## config.mk

```make
export PLATFORM = sky130hd
export DESIGN_NAME = filter_arbiter
export DESIGN_NICKNAME = d
export VERILOG_FILES = /design/src/rtl/filter_arbiter.sv
export SDC_FILE = /design/constraint.sdc
export NUM_CORES = 1
export LEC_CHECK = 0
export ABC_AREA = 1
export BUFFER_PORTS_ARGS = -buffer_cell sky130_fd_sc_hd__buf_4
export CORE_MARGIN = 8
export CORE_UTILIZATION = 25
export CTS_CLUSTER_SIZE = 16
export DETAILED_ROUTE_END_ITERATION = 8
export HOLD_SLACK_MARGIN = 0.06
export PLACE_DENSITY_LB_ADDON = 0.25
export SETUP_SLACK_MARGIN = 0.15
export SYNTH_ARGS = -nofsm -noshare
export SYNTH_HDL_FRONTEND = slang
export SYNTH_SLANG_ARGS = --single-unit
```

## constraint.sdc

```tcl
create_clock -name clk -period 4.8 [get_ports clk]
set_input_delay 0.96 -clock clk [delete_from_list [all_inputs] [get_ports clk]]
set_output_delay 0.96 -clock clk [all_outputs]
set_load 0.01 [all_outputs]
```

## src/rtl/filter_arbiter.sv

```systemverilog
// Round-robin arbiter sharing one fixed-latency filter among NUM_REQ requesters,
// with a tag delay line routing results back. Define FILTER_ARB_STATS_EN for grant/drop counters.
module filter_arbiter #(
    parameter int unsigned NUM_REQ        = 4,
    parameter int unsigned TAG_W          = 2,
    parameter int unsigned FILTER_LATENCY = 1
) (
    input  logic                    clk,
    input  logic                    reset,
    input  logic [NUM_REQ*16-1:0]   req_data,
    input  logic [NUM_REQ-1:0]      req_valid,
    input  logic [NUM_REQ-1:0]      req_parity,
    output logic [NUM_REQ-1:0]      req_ready,
    output logic [15:0]             fx_data,
    output logic                    fx_valid,
    output logic                    fx_parity,
    input  logic [15:0]             fy_data,
    input  logic                    fy_valid,
    input  logic                    fy_parity,
    output logic [15:0]             resp_data,
    output logic                    resp_parity,
    output logic [NUM_REQ-1:0]      resp_valid,
    output logic                    err
`ifdef FILTER_ARB_STATS_EN
    ,
    output logic [NUM_REQ*16-1:0]   grant_count,
    output logic [7:0]              drop_count
`endif
);

    logic [TAG_W-1:0]          last_grant_q, last_grant_d;
    logic [15:0]               fx_data_q, fx_data_d;
    logic                      fx_parity_q, fx_parity_d;
    logic                      fx_valid_q, fx_valid_d;
    logic                      err_q, err_d;

    logic [TAG_W-1:0]          gnt_idx;
    logic                      gnt_found;
    logic [NUM_REQ-1:0]        gnt_onehot;
    logic                      transfer;
    int unsigned               scan_idx;

    logic [FILTER_LATENCY-1:0] tag_v_q;
    logic [TAG_W-1:0]          tag_t_q [FILTER_LATENCY];
    logic                      head_v;
    logic [TAG_W-1:0]          head_t;
    logic                      mismatch;

    // Scan starts one past the previous winner, so the last winner has lowest priority.
    always_comb begin
        gnt_idx    = '0;
        gnt_found  = 1'b0;
        scan_idx   = 0;
        gnt_onehot = '0;
        for (int unsigned k = 0; k < NUM_REQ; k++) begin
            scan_idx = (32'(last_grant_q) + 32'd1 + k) % NUM_REQ;
            if (!gnt_found && req_valid[scan_idx]) begin
                gnt_found = 1'b1;
                gnt_idx   = TAG_W'(scan_idx);
            end
        end
        if (gnt_found && !reset) begin
            gnt_onehot[gnt_idx] = 1'b1;
        end
    end

    assign req_ready = gnt_onehot;
    assign transfer  = gnt_found && !reset;

    always_comb begin
        last_grant_d = last_grant_q;
        fx_data_d    = fx_data_q;
        fx_parity_d  = fx_parity_q;
        fx_valid_d   = 1'b0;
        if (transfer) begin
            last_grant_d = gnt_idx;
            fx_data_d    = req_data[16*gnt_idx +: 16];
            fx_parity_d  = req_parity[gnt_idx];
            fx_valid_d   = 1'b1;
        end
    end

    always_ff @(posedge clk) begin
        if (reset) begin
            last_grant_q <= TAG_W'(NUM_REQ - 1);
            fx_data_q    <= '0;
            fx_parity_q  <= 1'b0;
            fx_valid_q   <= 1'b0;
        end else begin
            last_grant_q <= last_grant_d;
            fx_data_q    <= fx_data_d;
            fx_parity_q  <= fx_parity_d;
            fx_valid_q   <= fx_valid_d;
        end
    end

    assign fx_data   = fx_data_q;
    assign fx_parity = fx_parity_q;
    assign fx_valid  = fx_valid_q;

    // While fx_valid_q is high, last_grant_q still holds the index that was issued.
    always_ff @(posedge clk) begin
        if (reset) begin
            tag_v_q <= '0;
            for (int unsigned i = 0; i < FILTER_LATENCY; i++) begin
                tag_t_q[i] <= '0;
            end
        end else begin
            tag_v_q[0] <= fx_valid_q;
            tag_t_q[0] <= last_grant_q;
            for (int unsigned i = 1; i < FILTER_LATENCY; i++) begin
                tag_v_q[i] <= tag_v_q[i-1];
                tag_t_q[i] <= tag_t_q[i-1];
            end
        end
    end

    assign head_v   = tag_v_q[FILTER_LATENCY-1];
    assign head_t   = tag_t_q[FILTER_LATENCY-1];
    assign mismatch = (fy_valid != head_v) && !reset;

    always_comb begin
        resp_valid = '0;
        if (fy_valid && head_v && !reset) begin
            resp_valid[head_t] = 1'b1;
        end
    end

    assign resp_data   = fy_data;
    assign resp_parity = fy_parity;

    assign err_d = err_q | mismatch;

    always_ff @(posedge clk) begin
        if (reset) begin
            err_q <= 1'b0;
        end else begin
            err_q <= err_d;
        end
    end

    assign err = err_q;

`ifdef FILTER_ARB_STATS_EN
    logic [NUM_REQ*16-1:0] grant_count_q;
    logic [7:0]            drop_count_q;

    always_ff @(posedge clk) begin
        if (reset) begin
            grant_count_q <= '0;
            drop_count_q  <= '0;
        end else begin
            if (transfer) begin
                grant_count_q[16*gnt_idx +: 16] <= grant_count_q[16*gnt_idx +: 16] + 16'd1;
            end
            if (mismatch && drop_count_q != 8'hFF) begin
                drop_count_q <= drop_count_q + 8'd1;
            end
        end
    end

    assign grant_count = grant_count_q;
    assign drop_count  = drop_count_q;
`endif

endmodule
```

# Word level (Yosys, flattened, before mapping)
# Memories as Yosys holds them, arrays and structs flattened.
# Index checks and enable logic that the tools add are counted.
# W data, S select, Z words.
[word_totals] reg_bits=22 ramBits=2 input_bits=92 out_inout_bits=44 word_cells=66 memories=1
[mem_list] memory="tag_t_q" words=1 width=2 read_ports=1 rd_ports_with_merged_regs=0 wr=1 line="44" text="logic [TAG_W-1:0] tag_t_q [FILTER_LATENCY];"
[op_classes] add_sub_neg=4 order_cmp=8 n_eq_ne=1 n_shift=1 n_mux=30 n_bitwise=1 reduce_logical=14
[ops] cell="$shiftx A64 B7 Y16" n=1
[ops] cell="$lt A2 B3 Y1 const B" n=6
[ops] cell="$mux W1" n=16
[ops] cell="$bmux W1 S2" n=5
[ops] cell="$mux W2" n=5
[ops] cell="$logic_and A1 B1 Y1" n=9
[ops] cell="$mux W4" n=2
[ops] cell="$add A2 B1 Y2 const B" n=2
[ops] cell="$add A2 B2 Y2 const B" n=2
[ops] cell="$demux W1 S2" n=2
[ops] cell="$ge A2 B1 Y1 const B" n=2
[ops] cell="$logic_not A1 Y1" n=4
[ops] cell="$reduce_or A2 Y1" n=1
[ops] cell="$ne A1 B1 Y1" n=1
[ops] cell="$or A1 B1 Y1" n=1

# Depth between registers and ports, before layout
# Gate-level depths: netlist of the first run.
[logic_depth] ltp_word=18 mapped_depth=17 ltp_nobuf=14

# Worst setup path after synthesis of the first run
# No wires, ideal clock.
[synth_timing] kind="input -> output" from="in req_valid[2]" to="out req_ready[2]" arrival_time_ns=2.036 required_time_ns=3.840 slack_ns=1.804 path_stages=9 path_buffers=0 cell_sequence="nand2_1 nand2_1 nand2_2 nand2_2 nor2_4 nand4_2 a21oi_4 inv_2 nor2_1"
[synth_between] elab_chain_len=17 word_cells_on_any_way=29 cone_classes="order compare: 2; mux: 19; reduce/logical: 8"
[synth_lines] element="start: declaration" line="11" text="input logic [NUM_REQ-1:0] req_valid,"
[synth_lines] element="$bmux W1 S2" line="57" text="if (!gnt_found && req_valid[scan_idx]) begin"
[synth_lines] element="$mux W1 (not written as such)" line="57"
[synth_lines] element="$mux W1" line="57"
[synth_lines] element="$logic_not A1 Y1" line="57"
[synth_lines] element="$logic_and A1 B1 Y1" line="57"
[synth_lines] element="$mux W1" line="57"
[synth_lines] element="$logic_not A1 Y1" line="57"
[synth_lines] element="$logic_and A1 B1 Y1" line="57"
[synth_lines] element="$mux W1" line="57"
[synth_lines] element="$logic_not A1 Y1" line="57"
[synth_lines] element="$logic_and A1 B1 Y1" line="57"
[synth_lines] element="$mux W2" line="57"
[synth_lines] element="$lt A2 B3 Y1 (not written as such) or $ge A2 B1 Y1 (tied branches)" line="63" text="gnt_onehot[gnt_idx] = 1'b1;"
[synth_lines] element="$logic_and A1 B1 Y1 (not written as such)" line="63"
[synth_lines] element="$mux W1 (not written as such)" line="63"
[synth_lines] element="$demux W1 S2" line="63"
[synth_lines] element="$mux W4 (*)" line="62" text="if (gnt_found && !reset) begin"
[synth_lines] element="end: declaration" line="13" text="output logic [NUM_REQ-1:0] req_ready,"
# Mark *: on every way between the ends. The rest lies on a longest branch, timed or not. The select of a mux whose other input is x is not followed.

# Worst setup path after layout of the first run
[layout_timing] from="in req_valid[3]" to="out req_ready[3]"
# Same word-level chain as after synthesis.

==> results of run 1 <==
[report_power, final]
group,internal (mW),leakage [nW],switching (mW)
combinational,0.454,1.41,0.801
clock,0.0736,0.0288,0.0739
sequential,0.272,0.200,0.0514
[state kept, by name, indices dropped and copies added, names as in the netlist]
register,flops
head_v,1
err,1
tag_t_q,2
fx_valid,1
fx_parity,1
last_grant_q,2
fx_data,16
[through the flow]
stage	setup slack (ps)	cell area (µm²)	total power, mW
4_1_cts	910	2810	1.74
5_1_grt	639	2810	1.91
6_report	908	2810	1.73
3_3_place_gp	984	2750	1.57
3_5_place_dp	915	2750	1.59
2_1_floorplan	1800	2060	1.29
[cell usage in the layout, fill, tap and decap left out, drive strengths merged]
cell,n
buf,104
nand2,101
inv,75
nand3,50
nand4,28
dfxtp,24
nor2,20
o21ai,7
nor3,4
o211ai,4
clkbuf,4
a21oi,2
nand3b,1
a22oi,1
ha,1
[per-layer routing]
metal,part of all wire (%),routed length (µm),global-route usage (%),up-vias
met3,7.2,505,3.96,6
met4,1.0,70,3.52,0
li1,-,-,-,1232
met2,50,3530,20.1,60
met5,0,0,0,-
met1,41,2890,13.8,1061
[cells by family after synthesis]
kind of cell    Yosys count
simple gates            204
compound gates           14
fa+ha+maj                 1
flops                    24
buf+inv                 107
[final cells by class]
cell class | instances | area [µm²] | area share, %
Timing Repair Buffer | 104 | 781 | 27.8
Tap cell | 105 | 131 | 4.68
Sequential cell | 24 | 480 | 17.1
Multi-Input combinational cell | 219 | 1070 | 38.3
Inverter | 75 | 284 | 10.1
Clock buffer | 4 | 55.1 | 1.96
[worst paths after layout]
| path | depth (start not counted) | slack, ps | end | from |
|---|---|---|---|---|
| max reg2reg | 14 | 1870 | fx_data[3]$_SDFFE_PP0P_ | last_grant_q[0]$_SDFFE_PP1P_ |
| min reg2reg | 2 | 440 | head_v$_SDFF_PP0_ | fx_valid$_SDFF_PP0_ |
| max | 11 | 910 | req_ready[3] | req_valid[3] |
| min | 2 | 440 | head_v$_SDFF_PP0_ | fx_valid$_SDFF_PP0_ |
[critical path: stages]
cell and delay [ps]:
buf_4 120, inv_1 40, nand2_1 60, nand3_1 120
nand2_1 130, nor2_4 190, nand3_2 440, nand3_2 400
inv_1 200, nor2_1 140, buf_4 130
==> results.md, run 1 <==
- Clock-pin slew on the worst setup and hold paths: 90 ps
- Core Area: between 0.008 and 0.009 mm²
- Die height: roughly 110 µm
- RSZ-0062 raised after global routing: false
- Worst setup EP type: primary output
- Crit Path Category: primary input to primary output
- Total Nets Final: 520
- Final HPWL DP: 5480 µm
- Synth cell types: 26
- Synth Warn #: 0
- Largest net degree at the start of global routing: 30
- CTS Buf Count: 3
- Cell Area, Synth: just over 0.002 mm²
- Full die area: about 0.011 mm²
- DIE WIDTH: 107 µm
- Yosys reg bits: 24
- Critical Path RT: ~3800 ps
- Starting density of the core: between 20% and 30%
- Area leader, netlist: dfxtp_1
- Buffers inserted by post-CTS timing repair: 0
- H-Tree Depth: 1
- Run status: finished, final reports clean
- Hold/Removal Path Class: flop to flop
- Top-count cell post-synth: nand2_1
- Total congestion overflow: 0
- Worst relative slew slack: 58.1%
- Commonest cells in the netlist: nand2_1, inv_1, nand3_1
- Least-Margin Pin Slew: roughly 630 ps
- Final Hold Fails: 0
- Post-cts resize count: 0
- Crit Path Max Fanout: 25
- PwrDens: around 620 mW/mm²
- Adder-Cell Fraction of Synth Area: less than 1%
- Avg Cell Area, Syn: approximately 5.9 µm²
- Xor/xnor cell area share of the yosys netlist: 0%
- Layout area overhead: 36.0%
- Diode count: 0
- Synth Area in Simple Gates: between 40% and 50%
- CTS Hold Bufs: 0
- Crit path arrival time: 2930 ps
- Area fraction of the dominant cell type after synthesis: between 20% and 30%
- Dpl cells: 527
- CTS tree: done
- Clock Tree Buf Depth: 2
- Fmax: roughly 0.26 GHz
- First-pass GRT wire length: 11000 µm
- Final worst path period need: slightly below 4000 ps
- Total Routing Usage GR: about an eighth
- Post-synth top flop: dfxtp_1
- Via count: 2359
- # DRC: 0
- Drt wl/cell: 13.2 µm
- Final TNS setup: 0 ps
- Sequential share of the synthesized area: a little under a quarter
- Clk root buf: clkbuf_8
- Vias in the first global route: 2298
- Main area contributors after synthesis: dfxtp_1, nand2_1, inv_1, nand3_1, buf_4
- Clock Skew: between 5 and 6 ps
- Post-synthesis compound-gate area fraction: between 4 and 5%
- Final core occ: roughly 35%
- Post-synthesis mux area share: 0%
- Fin crit share: roughly four fifths
- PortBufs: 101
- Post-synth EDFFs: 0
- Routability cong.: slightly below 0.8
- Initial antenna violation count: 0
- VDD IR-drop max: 0.228 mV
- Synth Instances: 350
- I/O Pins: about 140
- Largest family of logic cells by synthesized area: simple AND/OR/NAND/NOR gates
- Filler instances: between 900 and 1000
- Row count: 33
- Ratio of cells with drive above 1 in the final layout: between 20 and 30%
- Clk_lat worst skew: 280 ps
- Async SR Flop Fraction: 0%
- DR vias/cell: roughly 4.4
- Mapped Nets: around 440
- Hold WS: around 440 ps
- Routed Antenna Nets: 0
- Pins over their slew limit: 0
- DR iter-0 viols: 92
- Sink Count: 24
- Final setup fails: 0
- Setup crit start kind: primary input
- Detailed-route wire length: between 6000 and 7000 µm
- Leak: 1.64 nW
- Max-cap violation count: 0
- 1st-pass router iterations: 4
- Layout Cells excl Fill: ~530
Note: power is estimated with default switching activity, not from simulation.
==> run 2, diff against run 1 <==
==> constraint.sdc (replaced) <==
create_clock -name clk -period 3.37 [get_ports clk]
set_input_delay 0.674 -clock clk [delete_from_list [all_inputs] [get_ports clk]]
set_output_delay 0.674 -clock clk [all_outputs]
set_load 0.01 [all_outputs]
==> run 2 against run 1 <==
Total power up 42%; register-to-register slack worse by 760 ps; clock power grew 17%; worst setup slack worse by 430 ps; sequential share of layout area is 0.15 points lower; non-clock buffer count up 6; global-route usage is 0.071 points lower; via count decreased by 0.64%; sequential power increased by 43%; routed wire length decreased by 2.4%; critical endpoint unchanged; highest routed layer unchanged; hold slack worse by 1.0 ps; largest power group unchanged; combinational power rose by 44%.
==> results.md, run 2 (synthesis results as in run 1) <==
- Total Routing Usage GR: 11.8% (-0.071 points)
- Final TNS setup: 0 ps (unchanged)
- Total congestion overflow: 0 (unchanged)
- Final core occ: 35.1% (+0.40 points)
- Post-place setup slack: 395 ps (-521 ps)
- Drt wl/cell: 12.7 µm (-3.3%)
- Critical Path Slowest Stage Cell: dfxtp_1
- Clock Skew: 3.27 ps (-2.14 ps)
- Final worst path period need: 2890 ps
- Final instance area: 0.00284 mm² (+1.2%)
- Setup crit start kind: flop
- Fmax: between 0.3 and 0.4 GHz
- Run status: finished, final reports clean
- Diode count: 0 (unchanged)
- Layout area overhead: 37.6%
- DR iter-0 viols: 62 (-33%)
- Layout Cells excl Fill: 536 (+0.94%)
- Setup ws final: 478 ps (-430 ps)
- Final Hold Fails: 0 (unchanged)
- Worst path buffer plus inverter count: 3 (-1)
- Hold/Removal Path Class: flop to flop
- PortBufs: 101 (unchanged)
- DIE WIDTH: 107 µm (unchanged)
- 1st-pass router iterations: 4 (unchanged)
- First-pass GRT wire length: 11100 µm (+0.88%)
- Leading cell type in the layout, fill and taps excluded: buf_4
- VDD IR-drop max: 0.299 mV (+31%)
- Crit Path Max Fanout: 13 (-48%)
- Ratio of cells with drive above 1 in the final layout: 30.6% (+1.0 points)
- Routability cong.: 0.800 (+2.4%)
- Crit path top cell by count: nand2_1
- Die height: 107 µm (unchanged)
- Overall Power: 2.46 mW (+42%)
- Final setup fails: 0 (unchanged)
- Routed Antenna Nets: 0 (unchanged)
- Largest net degree at the start of global routing: 30 (unchanged)
- Least-Margin Pin Slew: 600 ps (-26.2 ps)
- Initial antenna violation count: 0 (unchanged)
- # DRC: 0 (unchanged)
- Sink Count: 24 (unchanged)
- Pins over their slew limit: 0 (unchanged)
- Detailed-route wire length: 6820 µm (-2.4%)
- Full die area: 0.0114 mm² (unchanged)
- Total Nets Final: 526 (+1.2%)
- Max FFs per register: 16 (unchanged)
- CTS tree: done
- I/O Pins: 136 (unchanged)
- Worst relative slew slack: 59.8% (+1.8 points)
- DR vias/cell: 4.37 (-1.6%)
- Max-cap violation count: 0 (unchanged)
- Dpl cells: 531 (+0.76%)
- CTS Buf Count: 3 (unchanged)
- PwrDens: 866 mW/mm² (+41%)
- Clock Tree Buf Depth: 2 (unchanged)
- Crit path arrival time: 2220 ps (-710 ps)
- Vias in the first global route: 2396 (+4.3%)
- Clk_lat worst skew: 260 ps (-20 ps)
- Cells along the critical path: inv_2, nand2_1, nand2_1, nand2_2, nand2_2, nand2_1, nand2_1, nand2_2, nand3_2, inv_1, nor2_1, buf_4
- Hold WS: 442 ps (-1.00 ps)
- Most frequent cells in the layout: buf_4, nand2_1, inv_1
- Dpl cell area: 0.00278 mm² (+1.1%)
- Critical Path RT: 2700 ps (-1140 ps)
- CP top delay family: simple AND/OR/NAND/NOR gates
- CTS Hold Bufs: 0 (unchanged)
- Leak: 1.66 nW (+1.3%)
- Crit Path Category: flop to primary output
- Core Area: 0.00809 mm² (unchanged)
- Worst setup EP type: primary output
- Clock-pin slew on the worst setup and hold paths: 90 ps (about the same)
- RSZ-0062 raised after global routing: false
- Fin crit share: between 80% and 90%
- Reg2reg setup slack: 1110 ps (-760 ps)
- H-Tree Depth: 1 (unchanged)
- Starting density of the core: 25.5% (unchanged)
- Clk root buf: clkbuf_8
- Final HPWL DP: 5490 µm (about the same)
- Via count: 2344 (-0.64%)
- Row count: 33 (unchanged)
- Worst path max stage delay: 460 ps (+20 ps)
run 2: cell count changes in the layout (fill, tap and decap cells not counted), sizes merged:
cell,change
buf,+6
clkbuf,-1
run 2: report_power, final:
part	leakage (nW)	switching, mW	internal (mW)
combinational	1.44	1.13	0.686
clock	0.0216	0.0935	0.0800
sequential	0.199	0.0733	0.389
run 2: final timing paths:
kind / end / startpoint / depth (start not counted)
setup / recovery: req_ready[3] / last_grant_q[1]$_SDFFE_PP1P_ / 12
setup reg to reg: fx_data[12]$_SDFFE_PP0P_ / last_grant_q[1]$_SDFFE_PP1P_ / 14
hold reg to reg: head_v$_SDFF_PP0_ / fx_valid$_SDFF_PP0_ / 2
hold / removal: head_v$_SDFF_PP0_ / fx_valid$_SDFF_PP0_ / 2
run 2: worst register-to-register path, stage by stage, from the launching register on:
cell and delay (ps):
dfxtp_1 460, inv_2 130, nand2_1 80, nand2_1 110, nand2_2 120, nand2_2 80
nor2_4 130, nand4_2 110, nand3_2 230, buf_4 350, nand2_1 110, nand3_1 90
nand3_1 70, nand2_1 60, inv_1 30
run 2: timing repair:
action	CTS	global route
setup endpoints to repair	0	4
setup buffers	0	2
gates resized for setup	0	1
run 2: final cells by class:
class | count | area, µm²
well taps | 105 | 131
multi-input cells | 219 | 1070
fillers | 932 | 5260
clock buffers | 3 | 41.3
flip-flops and latches | 24 | 482
repair buffers | 110 | 826
inverters | 75 | 284
run 2: metal layers:
layer	up-vias	part of all wire [%]	global-route usage [%]
met5	-	0	0
met4	0	0.72	2.51
met3	4	6.9	3.90
met2	61	51	20.9
met1	1041	41	13.3
li1	1238	-	-
==> run 3, diff against run 2 <==
--- a/config.mk
+++ b/config.mk
@@ -13,6 +13,7 @@
 export DETAILED_ROUTE_END_ITERATION = 8
 export HOLD_SLACK_MARGIN = 0.06
 export PLACE_DENSITY_LB_ADDON = 0.25
+export RECOVER_POWER = 50
 export SETUP_SLACK_MARGIN = 0.15
 export SYNTH_ARGS = -nofsm -noshare
 export SYNTH_HDL_FRONTEND = slang
==> run 3 against run 2 <==
First-iteration DRC count rose by 31%; core utilization down 0.65 points; critical endpoint unchanged; via count up 0.21%; clock power barely moved.
==> results.md, run 3 (synthesis results as in run 1) <==
- Crit Path Max Fanout: 13 (unchanged)
- CTS Hold Bufs: 0 (unchanged)
- Routed Antenna Nets: 0 (unchanged)
- Drt wl/cell: 12.8 µm (+0.38%)
- Total Routing Usage GR: 11.8% (unchanged)
- Fmax: 0.346 GHz (about the same)
- Final HPWL DP: 5490 µm (unchanged)
- Full die area: 0.0114 mm² (unchanged)
- FF-to-FF End: fx_data[12]$_SDFFE_PP0P_
- Row count: 33 (unchanged)
- Final setup fails: 0 (unchanged)
- DR iter-0 viols: 81 (+31%)
- Crit Path Category: flop to primary output
- Least-Margin Pin Slew: 603 ps (+2.39 ps)
- H-Tree Depth: 1 (unchanged)
- Worst setup EP type: primary output
- Clk root buf: clkbuf_8
- Final TNS setup: 0 ps (unchanged)
- Final Hold Fails: 0 (unchanged)
- Sink Count: 24 (unchanged)
- Reg power frac: 19.1% (+0.3 points)
- I/O Pins: 136 (unchanged)
- Seq. cell area: 482 µm² (unchanged)
- Final worst path period need: 2890 ps (-0.226 ps)
- Clock-pin slew on the worst setup and hold paths: 90 ps (about the same)
- Via count: 2349 (+0.21%)
- RSZ-0062 raised after global routing: false
- Die height: 107 µm (unchanged)
- Hold Path Depth: 2 (unchanged)
- P_sw: 1.30 mW (about the same)
- Worst reg2reg path depth: 14 (unchanged)
- Max-cap violation count: 0 (unchanged)
- Detailed-route wire length: 6850 µm (+0.38%)
- Setup crit start kind: flop
- Routability cong.: 0.800 (unchanged)
- # DRC: 0 (unchanged)
- DR vias/cell: 4.38 (+0.21%)
- Ratio of cells with drive above 1 in the final layout: 27.4% (-3.2 points)
- Critical Path Sink: req_ready[3]
- 1st-pass router iterations: 4 (unchanged)
- Total congestion overflow: 0 (unchanged)
- Critical path startpoint: last_grant_q[1]$_SDFFE_PP1P_
- Crit path arrival time: 2220 ps (about the same)
- Total Nets Final: 526 (unchanged)
- Clock Tree Buf Depth: 2 (unchanged)
- Overall Power: 2.42 mW (-1.6%)
- PortBufs: 101 (unchanged)
- Layout area overhead: 35.1%
- Multi-input gate area: 0.00107 mm² (unchanged)
- CTS Buf Count: 3 (unchanged)
- Filler instances: 943 (+1.2%)
- Vias in the first global route: 2396 (unchanged)
- Reg2reg start: last_grant_q[1]$_SDFFE_PP1P_
- Internal Power: 1.12 mW (-3.4%)
- Starting density of the core: 25.5% (unchanged)
- Switching fraction of total power: 53.8% (+0.88 points)
- First-pass GRT wire length: 11100 µm (unchanged)
- Critical Path RT: 2700 ps (about the same)
- Part of the power in the clock network: 7.2% (about the same)
- Hold path start: fx_valid$_SDFF_PP0_
- Initial antenna violation count: 0 (unchanged)
- Run status: finished, final reports clean
- VDD IR-drop max: 0.300 mV (about the same)
- Worst relative slew slack: 59.7% (-0.16 points)
- Largest net degree at the start of global routing: 30 (unchanged)
- Fin crit share: 85.8% (about the same)
- PwrDens: 868 mW/mm² (+0.28%)
- Max FFs per register: 16 (unchanged)
- Core Area: 0.00809 mm² (unchanged)
- Pins over their slew limit: 0 (unchanged)
- Combinational Power Share: 73.7% (-0.4 points)
- Leak: 1.61 nW (-3.4%)
- Reg2reg setup slack: 1120 ps (about the same)
- CTS tree: done
- Clk_lat worst skew: 260 ps (about the same)
- Diode count: 0 (unchanged)
- Clock Skew: 2.44 ps (-0.829 ps)
- Hold/Removal Path Class: flop to flop
- Most frequent cells in the layout: nand2_1, buf_4, inv_1
- DIE WIDTH: 107 µm (unchanged)
run 3: cell types whose count changed in the layout (fill, tap and decap cells not counted):
cell / delta
buf_4: -15
clkbuf_1: +14
clkbuf_4: +1
run 3: what timing repair did:
| item | 4_1_cts | 5_1_grt |
|---|---|---|
| buffers inserted | 0 | 2 |
| setup endpoints to repair | 0 | 4 |
| gates resized for setup | 0 | 1 |
| hold endpoints to repair | 0 | 0 |
run 3: area by class of cell:
class,count,area share (%)
clock buffer,3,1.48
inverter,75,10.2
multi-input combinational,219,38.5
sequential,24,17.3
tap,105,4.72
timing repair buffer,110,27.8
run 3: power groups by stage:
| stage | clock network [mW] | registers [mW] | logic (mW) |
|---|---|---|---|
| after global routing | 0.197 | 0.476 | 2.04 |
| after detailed placement | 0 | 0.468 | 1.81 |
| after floorplan | 0 | 0.477 | 1.36 |
| after global placement | 0 | 0.467 | 1.79 |
| final | 0.174 | 0.461 | 1.78 |
| after CTS | 0.184 | 0.463 | 1.81 |
run 3: how the worst min path moves through the flow:
stage                             end  slack, ps
CTS                 head_v$_SDFF_PP0_        440
detailed placement  head_v$_SDFF_PP0_        430
finish              head_v$_SDFF_PP0_        440
floorplan           head_v$_SDFF_PP0_        450
global placement    head_v$_SDFF_PP0_        410
global route        head_v$_SDFF_PP0_        470
run 3: critical path: stages (launching register included):
cell and delay (ps):
dfxtp_1 460, inv_2 130, nand2_1 80, nand2_1 110
nand2_2 120, nand2_2 80, nand2_1 60, nand2_1 60
nand2_2 80, nand3_2 230, inv_1 300, nor2_1 80
buf_4 150
run 3: metrics by stage:
step | area [µm²] | utilization (%) | setup WS, ps | instances | hold WS [ps]
floorplan | 2060 | - | 946 | 350 | 447
global placement | 2780 | 34.4 | 417 | 531 | 412
detailed placement | 2780 | 34.4 | 395 | 531 | 427
CTS | 2820 | 34.9 | 152 | 534 | 444
global route | 2790 | 34.4 | 191 | 536 | 467
finish | 2790 | 34.4 | 478 | 536 | 440
run 3: layer usage:
metal	vias to the layer above	track usage (%)	share of wire, %
met4	0	2.51	0.72
met5	-	0	0
met1	1043	13.3	41
li1	1240	-	-
met2	62	20.9	51
met3	4	3.90	7.0
